**src/rtl/tnn_sched_pkg.sv**
```systemverilog
// Shared parameters, vector type and id-width helper
// for the TNN classifier scheduler.
package tnn_sched_pkg;

  localparam int FEAT_W_DEF   = 2;
  localparam int NUM_FEAT_DEF = 5;
  localparam int VEC_W        = FEAT_W_DEF * NUM_FEAT_DEF;

  typedef logic [VEC_W-1:0] feat_vec_t;

  // Id width that never collapses to zero bits.
  function automatic int clog2_safe(input int n);
    if (n <= 2) return 1;
    return $clog2(n);
  endfunction

endpackage

```
**src/rtl/tnn_rr_arbiter.sv**
```systemverilog
// Rotating-priority arbiter: the search starts at the pointer.
// Ports: req_i, advance_i in; grant_o (one-hot), idx_o out.
module tnn_rr_arbiter
  import tnn_sched_pkg::*;
#(
  parameter int NUM_REQ = 4,
  parameter int IDW     = clog2_safe(NUM_REQ)
) (
  input  logic               clk,
  input  logic               rst_n,
  input  logic [NUM_REQ-1:0] req_i,
  input  logic               advance_i,
  output logic [NUM_REQ-1:0] grant_o,
  output logic [IDW-1:0]     idx_o
);

  logic [IDW-1:0] ptr_q, ptr_d;
  logic [IDW:0]   sum;
  logic [IDW-1:0] j;
  logic           found;

  always_comb begin
    grant_o = '0;
    idx_o   = '0;
    found   = 1'b0;
    sum     = '0;
    j       = '0;
    for (int k = 0; k < NUM_REQ; k++) begin
      sum = {1'b0, ptr_q} + (IDW+1)'(k);
      if (sum >= (IDW+1)'(NUM_REQ))
        sum = sum - (IDW+1)'(NUM_REQ);
      j = sum[IDW-1:0];
      if (!found && req_i[j]) begin
        found      = 1'b1;
        grant_o[j] = 1'b1;
        idx_o      = j;
      end
    end
  end

  always_comb begin
    ptr_d = ptr_q;
    if (advance_i) begin
      if (int'(idx_o) == NUM_REQ - 1)
        ptr_d = '0;
      else
        ptr_d = idx_o + IDW'(1);
    end
  end

  always_ff @(posedge clk) begin
    if (!rst_n) ptr_q <= '0;
    else        ptr_q <= ptr_d;
  end

endmodule

```
**src/rtl/tnn_clf_scheduler.sv**
```systemverilog
// Shares one external TNN classifier core among NUM_REQ
// requesters through a 2-stage valid/ready pipeline.
// Ports: req_valid/req_ready/req_feat in, clf_feat/clf_class
// core link, res_valid/res_ready/res_class/res_id out.
// Optional TNN_STATS_EN adds stat_pos, stat_tot, stat_clr.
module tnn_clf_scheduler
  import tnn_sched_pkg::*;
#(
  parameter int NUM_REQ  = 4,
  parameter int FEAT_W   = FEAT_W_DEF,
  parameter int NUM_FEAT = NUM_FEAT_DEF,
  parameter int CNT_W    = 16,
  parameter int VW       = FEAT_W * NUM_FEAT,
  parameter int IDW      = clog2_safe(NUM_REQ)
) (
  input  logic                  clk,
  input  logic                  rst_n,
  input  logic                  en,
  input  logic [NUM_REQ-1:0]    req_valid,
  output logic [NUM_REQ-1:0]    req_ready,
  input  logic [NUM_REQ*VW-1:0] req_feat,
  output logic [VW-1:0]         clf_feat,
  input  logic                  clf_class,
  output logic                  res_valid,
  input  logic                  res_ready,
  output logic                  res_class,
`ifdef TNN_STATS_EN
  output logic [NUM_REQ*CNT_W-1:0] stat_pos,
  output logic [NUM_REQ*CNT_W-1:0] stat_tot,
  input  logic                     stat_clr,
`endif
  output logic [IDW-1:0]        res_id
);

  if (NUM_REQ < 2 || NUM_REQ > 16 || CNT_W < 1) begin : g_chk
    $error("tnn_clf_scheduler: bad parameter");
  end

  logic           s1_v_q, s1_v_d;
  logic [IDW-1:0] s1_id_q, s1_id_d;
  logic [VW-1:0]  feat_q, feat_d;
  logic           s2_v_q, s2_v_d;
  logic           cls_q, cls_d;
  logic [IDW-1:0] id_q, id_d;

  logic [NUM_REQ-1:0] gnt;
  logic [IDW-1:0]     gidx;
  logic [VW-1:0]      sel_feat;
  logic               s1_adv;
  logic               grant_ok;
  logic               accept;

  assign s1_adv = s1_v_q & (~s2_v_q | res_ready);
  // Reset gating keeps req_ready low while rst_n is held.
  assign grant_ok = rst_n & en & (~s1_v_q | s1_adv);
  assign req_ready = gnt & {NUM_REQ{grant_ok}};
  assign accept = grant_ok & (|gnt);

  tnn_rr_arbiter #(
    .NUM_REQ (NUM_REQ),
    .IDW     (IDW)
  ) u_arb (
    .clk       (clk),
    .rst_n     (rst_n),
    .req_i     (req_valid),
    .advance_i (accept),
    .grant_o   (gnt),
    .idx_o     (gidx)
  );

  always_comb begin
    sel_feat = '0;
    for (int i = 0; i < NUM_REQ; i++)
      if (gnt[i]) sel_feat = req_feat[i*VW +: VW];
  end

  always_comb begin
    s1_v_d  = s1_v_q;
    s1_id_d = s1_id_q;
    feat_d  = feat_q;
    if (accept) begin
      s1_v_d  = 1'b1;
      s1_id_d = gidx;
      feat_d  = sel_feat;
    end else if (s1_adv) begin
      s1_v_d = 1'b0;
    end
  end

  // A pop and an advance in one cycle reload S2 directly.
  always_comb begin
    s2_v_d = s2_v_q;
    cls_d  = cls_q;
    id_d   = id_q;
    if (s1_adv) begin
      s2_v_d = 1'b1;
      cls_d  = clf_class;
      id_d   = s1_id_q;
    end else if (res_ready) begin
      s2_v_d = 1'b0;
    end
  end

  always_ff @(posedge clk) begin
    if (!rst_n) begin
      s1_v_q  <= 1'b0;
      s1_id_q <= '0;
      feat_q  <= '0;
      s2_v_q  <= 1'b0;
      cls_q   <= 1'b0;
      id_q    <= '0;
    end else begin
      s1_v_q  <= s1_v_d;
      s1_id_q <= s1_id_d;
      feat_q  <= feat_d;
      s2_v_q  <= s2_v_d;
      cls_q   <= cls_d;
      id_q    <= id_d;
    end
  end

  assign clf_feat  = feat_q;
  assign res_valid = s2_v_q;
  assign res_class = cls_q;
  assign res_id    = id_q;

`ifdef TNN_STATS_EN
  logic hs;
  assign hs = s2_v_q & res_ready;

  for (genvar g = 0; g < NUM_REQ; g++) begin : g_stat
    logic [CNT_W-1:0] pos_q, pos_d;
    logic [CNT_W-1:0] tot_q, tot_d;
    logic             hit;

    assign hit = hs && (int'(id_q) == g);

    always_comb begin
      pos_d = pos_q;
      tot_d = tot_q;
      if (stat_clr) begin
        pos_d = '0;
        tot_d = '0;
      end else if (hit) begin
        if (tot_q != '1) tot_d = tot_q + CNT_W'(1);
        if (cls_q && pos_q != '1) pos_d = pos_q + CNT_W'(1);
      end
    end

    always_ff @(posedge clk) begin
      if (!rst_n) begin
        pos_q <= '0;
        tot_q <= '0;
      end else begin
        pos_q <= pos_d;
        tot_q <= tot_d;
      end
    end

    assign stat_pos[g*CNT_W +: CNT_W] = pos_q;
    assign stat_tot[g*CNT_W +: CNT_W] = tot_q;
  end
`endif

endmodule

```
**config.mk**
```make
export PLATFORM = sky130hd
export DESIGN_NAME = tnn_clf_scheduler
export DESIGN_NICKNAME = d
export VERILOG_FILES = /design/src/rtl/tnn_sched_pkg.sv /design/src/rtl/tnn_rr_arbiter.sv /design/src/rtl/tnn_clf_scheduler.sv
export SDC_FILE = /design/constraint.sdc
export NUM_CORES = 1
export LEC_CHECK = 0
export ABC_AREA = 1
export BUFFER_PORTS_ARGS = -buffer_cell sky130_fd_sc_hd__buf_2
export CORE_ASPECT_RATIO = 1.25
export CORE_UTILIZATION = 40
export CTS_CLUSTER_SIZE = 12
export DETAILED_ROUTE_END_ITERATION = 6
export PLACE_DENSITY_LB_ADDON = 0.25
export SYNTH_ARGS = -nofsm -noshare
export SYNTH_HDL_FRONTEND = slang
export SYNTH_SLANG_ARGS = --single-unit
```
**constraint.sdc**
```tcl
create_clock -name clk -period 6.78 [get_ports clk]
set_input_delay 1.356 -clock clk [delete_from_list [all_inputs] [get_ports clk]]
set_output_delay 1.356 -clock clk [all_outputs]
set_load 0.005 [all_outputs]
```
==> results of run 1 <==
-- flip-flops by register name, indices dropped and copies added, names as in the netlist --
signal	count
clf_feat	10
res_id	2
s1_id_q	2
u_arb.ptr_q	2
res_class	1
res_valid	1
s1_v_q	1
-- area by class of cell --
| class | instances | area share, % |
|---|---|---|
| multi-input cells | 202 | 51.9 |
| flip-flops and latches | 19 | 19.0 |
| inverters | 37 | 6.94 |
| well taps | 54 | 3.38 |
| repair buffers | 66 | 16.5 |
| clock buffers | 4 | 2.25 |
-- synthesized netlist by cell type (all sizes together) --
cell,count,share of area [%]
nor3,1,0.31
nand3,29,9.6
inv,37,8.6
nor2,27,7.8
xor2,1,0.54
a21oi,34,11
o22ai,1,0.39
ha,7,5.4
dfxtp,19,24
nand2,78,20
o21ai,5,1.6
buf,9,3.0
a31oi,1,0.39
clkbuf,2,0.47
nand4,4,1.6
a21boi,14,6.5
-- stage by stage --
step           instances  area, um2  hold slack [ps]
2_1_floorplan        269       1610              434
3_3_place_gp         378       1960              455
3_5_place_dp         378       1960              460
4_1_cts              382       2000              483
5_1_grt              382       2000              512
6_report             382       2000              478
-- routing by layer --
metal | global-route usage [%] | share of wire, % | up-vias
met1 | 22.4 | 44 | 800
met2 | 39.1 | 49 | 56
met3 | 3.90 | 5.3 | 6
met4 | 5.29 | 1.5 | 0
li1 | - | - | 978
met5 | 0 | 0 | -
-- logic make-up after synthesis --
logic type	after synthesis	share of synthesized area [%]
fa+ha+maj	7	5.43
xor+xnor	1	0.543
simple gates	139	38.8
flops	19	23.6
compound gates	55	19.6
buf+inv	48	12.1
-- critical path, stage by stage --
cell     delay [ps]
buf_2           100
inv_1            40
nand2_1          60
nand2_1          80
nand2_1          50
nand2_1         160
inv_1           140
nand3_1         110
nand3_1         540
nand2_1         200
inv_1            50
buf_2           120
-- worst max path at each step --
stage          slack, ps            to    startpoint  depth (start not counted)
2_1_floorplan       2980  req_ready[3]  req_valid[3]                         10
3_3_place_gp        2430  req_ready[3]  req_valid[3]                         12
3_5_place_dp        2420  req_ready[2]  req_valid[3]                         12
4_1_cts             2410  req_ready[3]  req_valid[3]                         12
5_1_grt             2100  req_ready[3]  req_valid[3]                         12
6_report            2410  req_ready[2]  req_valid[3]                         12
-- report_power, final --
part	switching (uW)	leakage [uW]	internal [uW]
registers	24.6	0.000157	151
logic	363	0.00103	188
clock network	37.3	0.0000228	41.8
==> reports/metrics.csv, run 1 <==
metric,value,unit
status,"finished, final reports clean",
Total Power,806,uW
Cells after Synth,269,
Worst R2R Start,u_arb.ptr_q[0],
initial core utilization,42.3,%
FF/Latch Area,380,um2
fraction of layout cells with a size suffix above 1,25.0,%
syn_area_per_cell,6.00,um2
DIE AREA,4290,um2
Slew @ Worst Pin,770,ps
setup ws final,2410,ps
gr ovfl total,0,
Final setup viols,0,
yosys synthesis warning count,0,
CTS max path bufs,2,
routability cong.,0.896,
"setup slack, reg-to-reg",3540,ps
placed wire-length estimate,3190,um
Final #Nets,385,
critical setup path kind,in2out,
Fmax,0.229,GHz
required time worst endpoint,5420,ps
Layout Utilization,52.4,%
IO buf count,66,
clk slew on worst S/H paths,60,ps
Pleak,0.00121,uW
Fin. Hold Viols,0,
gr usage total,20.4,%
vias per std cell,4.82,
clock period minus worst slack,4370,ps
hold_sp,s1_id_q[1],
first-pass GRT wire length,6890,um
Syn Nets,325,
WP data arrival,3010,ps
CTS tree,done,
Power Density,403,nW/um2
area of the multi-input gates,1040,um2
Layout area overhead,24.0,%
Reg2Reg Depth,14,
worst-skew pair later-pin latency,260,ps
"most common cell after layout, fill and taps aside",nand2_1,
period utilization,64.5,%
min-delay worst type,reg2reg,
VDD IR max,0.000192,V
vias in the first global route,1694,
Die X,58.8,um
Final Max Tran Viols,0,
pin count of the biggest net entering global routing,23,
most frequent cells in the layout,"73 x nand2_1, 66 x buf_2, 34 x inv_1",
pre-CTS setup slack,2420,ps
DR pass1 iterations,4,
diode count,0,
Wirelength per Cell,10.8,um
H-tree levels,1,
clock sink count,19,
hold depth,2,
skew final,6.68,ps
root buffer cell,clkbuf_8,
post-CTS setup buffers,0,
Yosys reg bits,19,
Core Box Area,3820,um2
post-synthesis cell type count,27,
Hold Path End,s1_id_q[1],
Die Ht,73.0,um
# resized after CTS,0,
FP Rows,25,
CTS Buf Count,3,
Final ANT Viol Nets,0,
cts hold-fix bufs,0,
WL final,4120,um
Setup crit start kind,input pin,
io pins,67,
fillcell total,415,
crit end category,output port,
CP Max Fanout,22,
Slew headroom,48.6,%
antenna violations before repair,0,
Reg-to-Reg End,s1_id_q[0],
initial DRC count,100,
DRC errors left,0,
via count,1840,
synthesized area,1610,um2
post-synthesis sequential area ratio,23.6,%
setup TNS,0,ps
unrepaired setup endpoints after global routing,false,
MaxCap Viol Count,0,
(Power assumes the default switching activity.)
==> inputs of run 2 (changes only) <==
==> constraint.sdc (replaced) <==
create_clock -name clk -period 4.2 [get_ports clk]
set_input_delay 0.84 -clock clk [delete_from_list [all_inputs] [get_ports clk]]
set_output_delay 0.84 -clock clk [all_outputs]
set_load 0.005 [all_outputs]
==> run 2 against run 1 <==
Clock-buffer cell count unchanged. Wire length is 0.41% higher. Clock skew fell by 3.6 ps. Sequential power rose by 61%. Final cell count up 0.52%. Combinational power increased by 64%.
==> reports/metrics.csv, run 2 (same netlist as run 1, synthesis figures left out) <==
metric,value,unit
status,"finished, final reports clean",
CTS Buf Count,3,
Critical Path End,req_ready[0],
WP data arrival,2480,ps
Final setup viols,0,
period utilization,79.1,%
unrepaired setup endpoints after global routing,false,
via count,1844,
CTS tree,done,
Reg2Reg Depth,13,
min-delay worst type,reg2reg,
Slew @ Worst Pin,516,ps
Final #Nets,387,
fillcell total,431,
clock period minus worst slack,3320,ps
DR pass1 iterations,4,
DRC errors left,0,
clock sink count,19,
required time worst endpoint,3360,ps
Clock Power Share,9.7,%
initial core utilization,42.3,%
crit end category,output port,
Sw Share,52.4,%
most frequent cells in the layout,"73 x nand2_1, 66 x buf_2, 34 x inv_1",
NetSw,688,uW
Layout area overhead,24.9,%
Power Density,652,nW/um2
first-pass GRT wire length,6530,um
Core Box Area,3820,um2
DIE AREA,4290,um2
WHS,481,ps
MaxCap Viol Count,0,
vias per std cell,4.80,
Internal Power,626,uW
diode count,0,
critical setup path kind,reg2out,
Largest register FFs,10,
gr ovfl total,0,
vias in the first global route,1598,
skew final,3.11,ps
Pleak,0.00122,uW
Slew headroom,65.6,%
cts hold-fix bufs,0,
IO buf count,66,
CP Max Fanout,12,
Wirelength per Cell,10.8,um
# resized after CTS,0,
Final ANT Viol Nets,0,
gr usage total,19.2,%
FP Rows,25,
Die Ht,73.0,um
"most common cell after layout, fill and taps aside",nand2_1,
"setup slack, reg-to-reg",1330,ps
combinational share of power,68.7,%
WL final,4140,um
Total Power,1310,uW
pin count of the biggest net entering global routing,23,
post-CTS setup buffers,0,
io pins,67,
Setup crit start kind,flip-flop,
initial DRC count,126,
CTS max path bufs,2,
Critical Path Start,u_arb.ptr_q[0],
clk slew on worst S/H paths,70,ps
worst-skew pair later-pin latency,260,ps
VDD IR max,0.000243,V
routability cong.,0.825,
setup TNS,0,ps
Worst R2R Start,u_arb.ptr_q[0],
root buffer cell,clkbuf_8,
Reg-to-Reg End,s1_id_q[0],
H-tree levels,1,
antenna violations before repair,0,
Final Max Tran Viols,0,
fraction of layout cells with a size suffix above 1,25.5,%
Reg power frac,21.6,%
Fin. Hold Viols,0,
Fmax,0.301,GHz
hold_sp,s1_id_q[0],
Die X,58.8,um
placed wire-length estimate,3200,um
run 2: cell types whose count changed in the layout (fill, tap and decap cells not counted):
cell	before	now
buf_4	0	2
run 2: per-layer routing:
layer  vias up  wire length, um  GRT usage, %
met3         5              214          1.95
li1        982                -             -
met4         0               35          4.76
met2        53             2030          35.7
met5         -                0             0
met1       804             1860          23.0
run 2: worst min path at each step:
stage	to	slack, ps	depth (start not counted)
6_report	s1_id_q[0]	480	2
5_1_grt	res_class	510	2
4_1_cts	res_id[1]	490	2
3_5_place_dp	s1_id_q[1]	470	2
3_3_place_gp	s1_id_q[1]	460	2
2_1_floorplan	s1_id_q[1]	430	2
run 2: critical path, cell delays in order (launching register included):
cell and delay [ps]:
dfxtp_1 500, inv_2 160, ha_1 390, inv_1 100, nand2_1 70, nand2_1 130
nor2_8 170, nand4_1 100, nand3_1 340, nand2_1 90, inv_1 60, buf_2 100
run 2: layout make-up:
| type | count | area (um2) | area share [%] |
|---|---|---|---|
| clock buffers | 4 | 45.0 | 2.23 |
| inverters | 37 | 139 | 6.89 |
| multi-input cells | 202 | 1040 | 51.5 |
| flip-flops and latches | 19 | 380 | 18.9 |
| well taps | 54 | 67.6 | 3.35 |
| repair buffers | 68 | 345 | 17.1 |
run 2: through the flow:
step | cells | util, % | setup slack (ps) | area (um2)
floorplan | 269 | - | 1410 | 1610
global placement | 380 | 51.6 | 1140 | 1970
detailed placement | 380 | 51.6 | 1160 | 1970
CTS | 384 | 52.8 | 906 | 2020
global route | 384 | 52.8 | 626 | 2020
finish | 384 | 52.8 | 877 | 2020
run 2: power by group through the flow:
stage,Sequential [uW],Clock (uW),Combinational (uW)
detailed placement,287,0,900
global route,292,137,1030
CTS,283,129,905
finish,284,127,904
global placement,286,0,898
floorplan,288,0,684
==> inputs of run 3 (changes only) <==
==> constraint.sdc (replaced) <==
create_clock -name clk -period 3.1 [get_ports clk]
set_input_delay 0.62 -clock clk [delete_from_list [all_inputs] [get_ports clk]]
set_output_delay 0.62 -clock clk [all_outputs]
set_load 0.005 [all_outputs]
==> run 3 against run 2 <==
Power is 37% higher. Global-route usage is 0.21 points higher. Largest cell class unchanged. Via count is 0.81% lower. Highest routed layer unchanged. Largest power group unchanged. First-iteration DRC count is 33% lower.
==> reports/metrics.csv, run 3 (same netlist as run 1, synthesis figures left out) <==
metric,value,unit
status,"finished, final reports clean",
clock sink count,19,
most frequent cells in the layout,"73 x nand2_1, 66 x buf_2, 34 x inv_1",
FF/Latch Area,383,um2
period utilization,91.4,%
pin count of the biggest net entering global routing,20,
placed wire-length estimate,3260,um
worst-skew pair later-pin latency,250,ps
VDD IR max,0.000357,V
fraction of layout cells with a size suffix above 1,26.7,%
IO buf count,66,
Die X,58.8,um
fillcell total,417,
required time worst endpoint,2480,ps
initial core utilization,42.3,%
antenna violations before repair,0,
diode count,0,
Setup crit start kind,flip-flop,
area of the multi-input gates,1040,um2
WL final,4130,um
Fmax,0.353,GHz
CTS Buf Count,3,
Final #Nets,390,
io pins,67,
crit end category,output port,
Final ANT Viol Nets,0,
DR pass1 iterations,6,
MaxCap Viol Count,0,
gr usage total,19.4,%
Wirelength per Cell,10.7,um
unrepaired setup endpoints after global routing,false,
min-delay worst type,reg2reg,
clk slew on worst S/H paths,70,ps
via count,1829,
Slew @ Worst Pin,336,ps
Fin. Hold Viols,0,
routability cong.,0.874,
Largest register FFs,10,
Pleak,0.00123,uW
"most common cell after layout, fill and taps aside",nand2_1,
FP Rows,25,
initial DRC count,84,
Final Max Tran Viols,0,
WP data arrival,2210,ps
Final setup viols,0,
CTS tree,done,
Layout area overhead,26.4,%
Total Power,1800,uW
first-pass GRT wire length,6530,um
skew final,4.04,ps
gr ovfl total,0,
Slew headroom,77.6,%
DIE AREA,4290,um2
vias in the first global route,1594,
H-tree levels,1,
Core Box Area,3820,um2
CTS max path bufs,2,
Die Ht,73.0,um
DRC errors left,0,
CP Max Fanout,8,
Power Density,884,nW/um2
setup TNS,0,ps
cts hold-fix bufs,0,
vias per std cell,4.73,
clock period minus worst slack,2830,ps
root buffer cell,clkbuf_8,
critical setup path kind,reg2out,
[run 3: cell types whose count changed in the layout (fill, tap and decap cells not counted)]
cell,delta
dfxtp_2,+2
buf_4,+3
dfxtp_1,-2
[run 3: area by class of cell]
type	count	area share, %
clock buffers	4	2.21
inverters	37	6.81
multi-input cells	202	50.9
flip-flops and latches	19	18.8
well taps	54	3.31
repair buffers	71	18.0
[run 3: stage by stage]
step           cell area, um2  hold WS [ps]  cells  worst slack, ps  util, %
3_3_place_gp             1990           464    383              448     52.2
5_1_grt                  2040           522    387             78.4     53.5
2_1_floorplan            1610           434    269              526        -
4_1_cts                  2040           486    387              123     53.4
6_report                 2040           479    387              266     53.5
3_5_place_dp             1990           469    383              394     52.2
[run 3: report_power, final]
part	internal [uW]	switching [uW]
Sequential	333	55.3
Clock	91.3	79.6
Combinational	447	798
[run 3: critical path, stage by stage, from the launching register on]
cell	delay, ps
dfxtp_2	420
inv_1	130
ha_1	370
inv_1	100
nand3_1	90
nand2_1	80
nor2_4	190
a21oi_1	100
nand3_1	230
nand2_1	90
inv_1	60
buf_2	100
[run 3: path summary, 6_finish.rpt]
path	startpoint	to	slack [ps]	cells past startpoint
hold / removal	res_class	res_class	480	2
setup reg to reg	u_arb.ptr_q[1]	s1_id_q[0]	540	14
hold reg to reg	res_class	res_class	480	2
setup / recovery	u_arb.ptr_q[1]	req_ready[3]	270	11
[run 3: metal layers]
metal  global-route usage (%)  up-vias  wire, um
li1                         -      989         -
met1                     23.3      778      1880
met2                     35.7       58      2010
met3                     3.19        4       202
met4                     3.70        0        38
met5                        0        -         0
[run 3: timing repair]
| item | CTS | global route |
|---|---|---|
| setup endpoints to repair | 0 | 4 |
| hold endpoints to repair | 0 | 0 |
| buffers inserted | 0 | 0 |
| gates resized for setup | 0 | 2 |
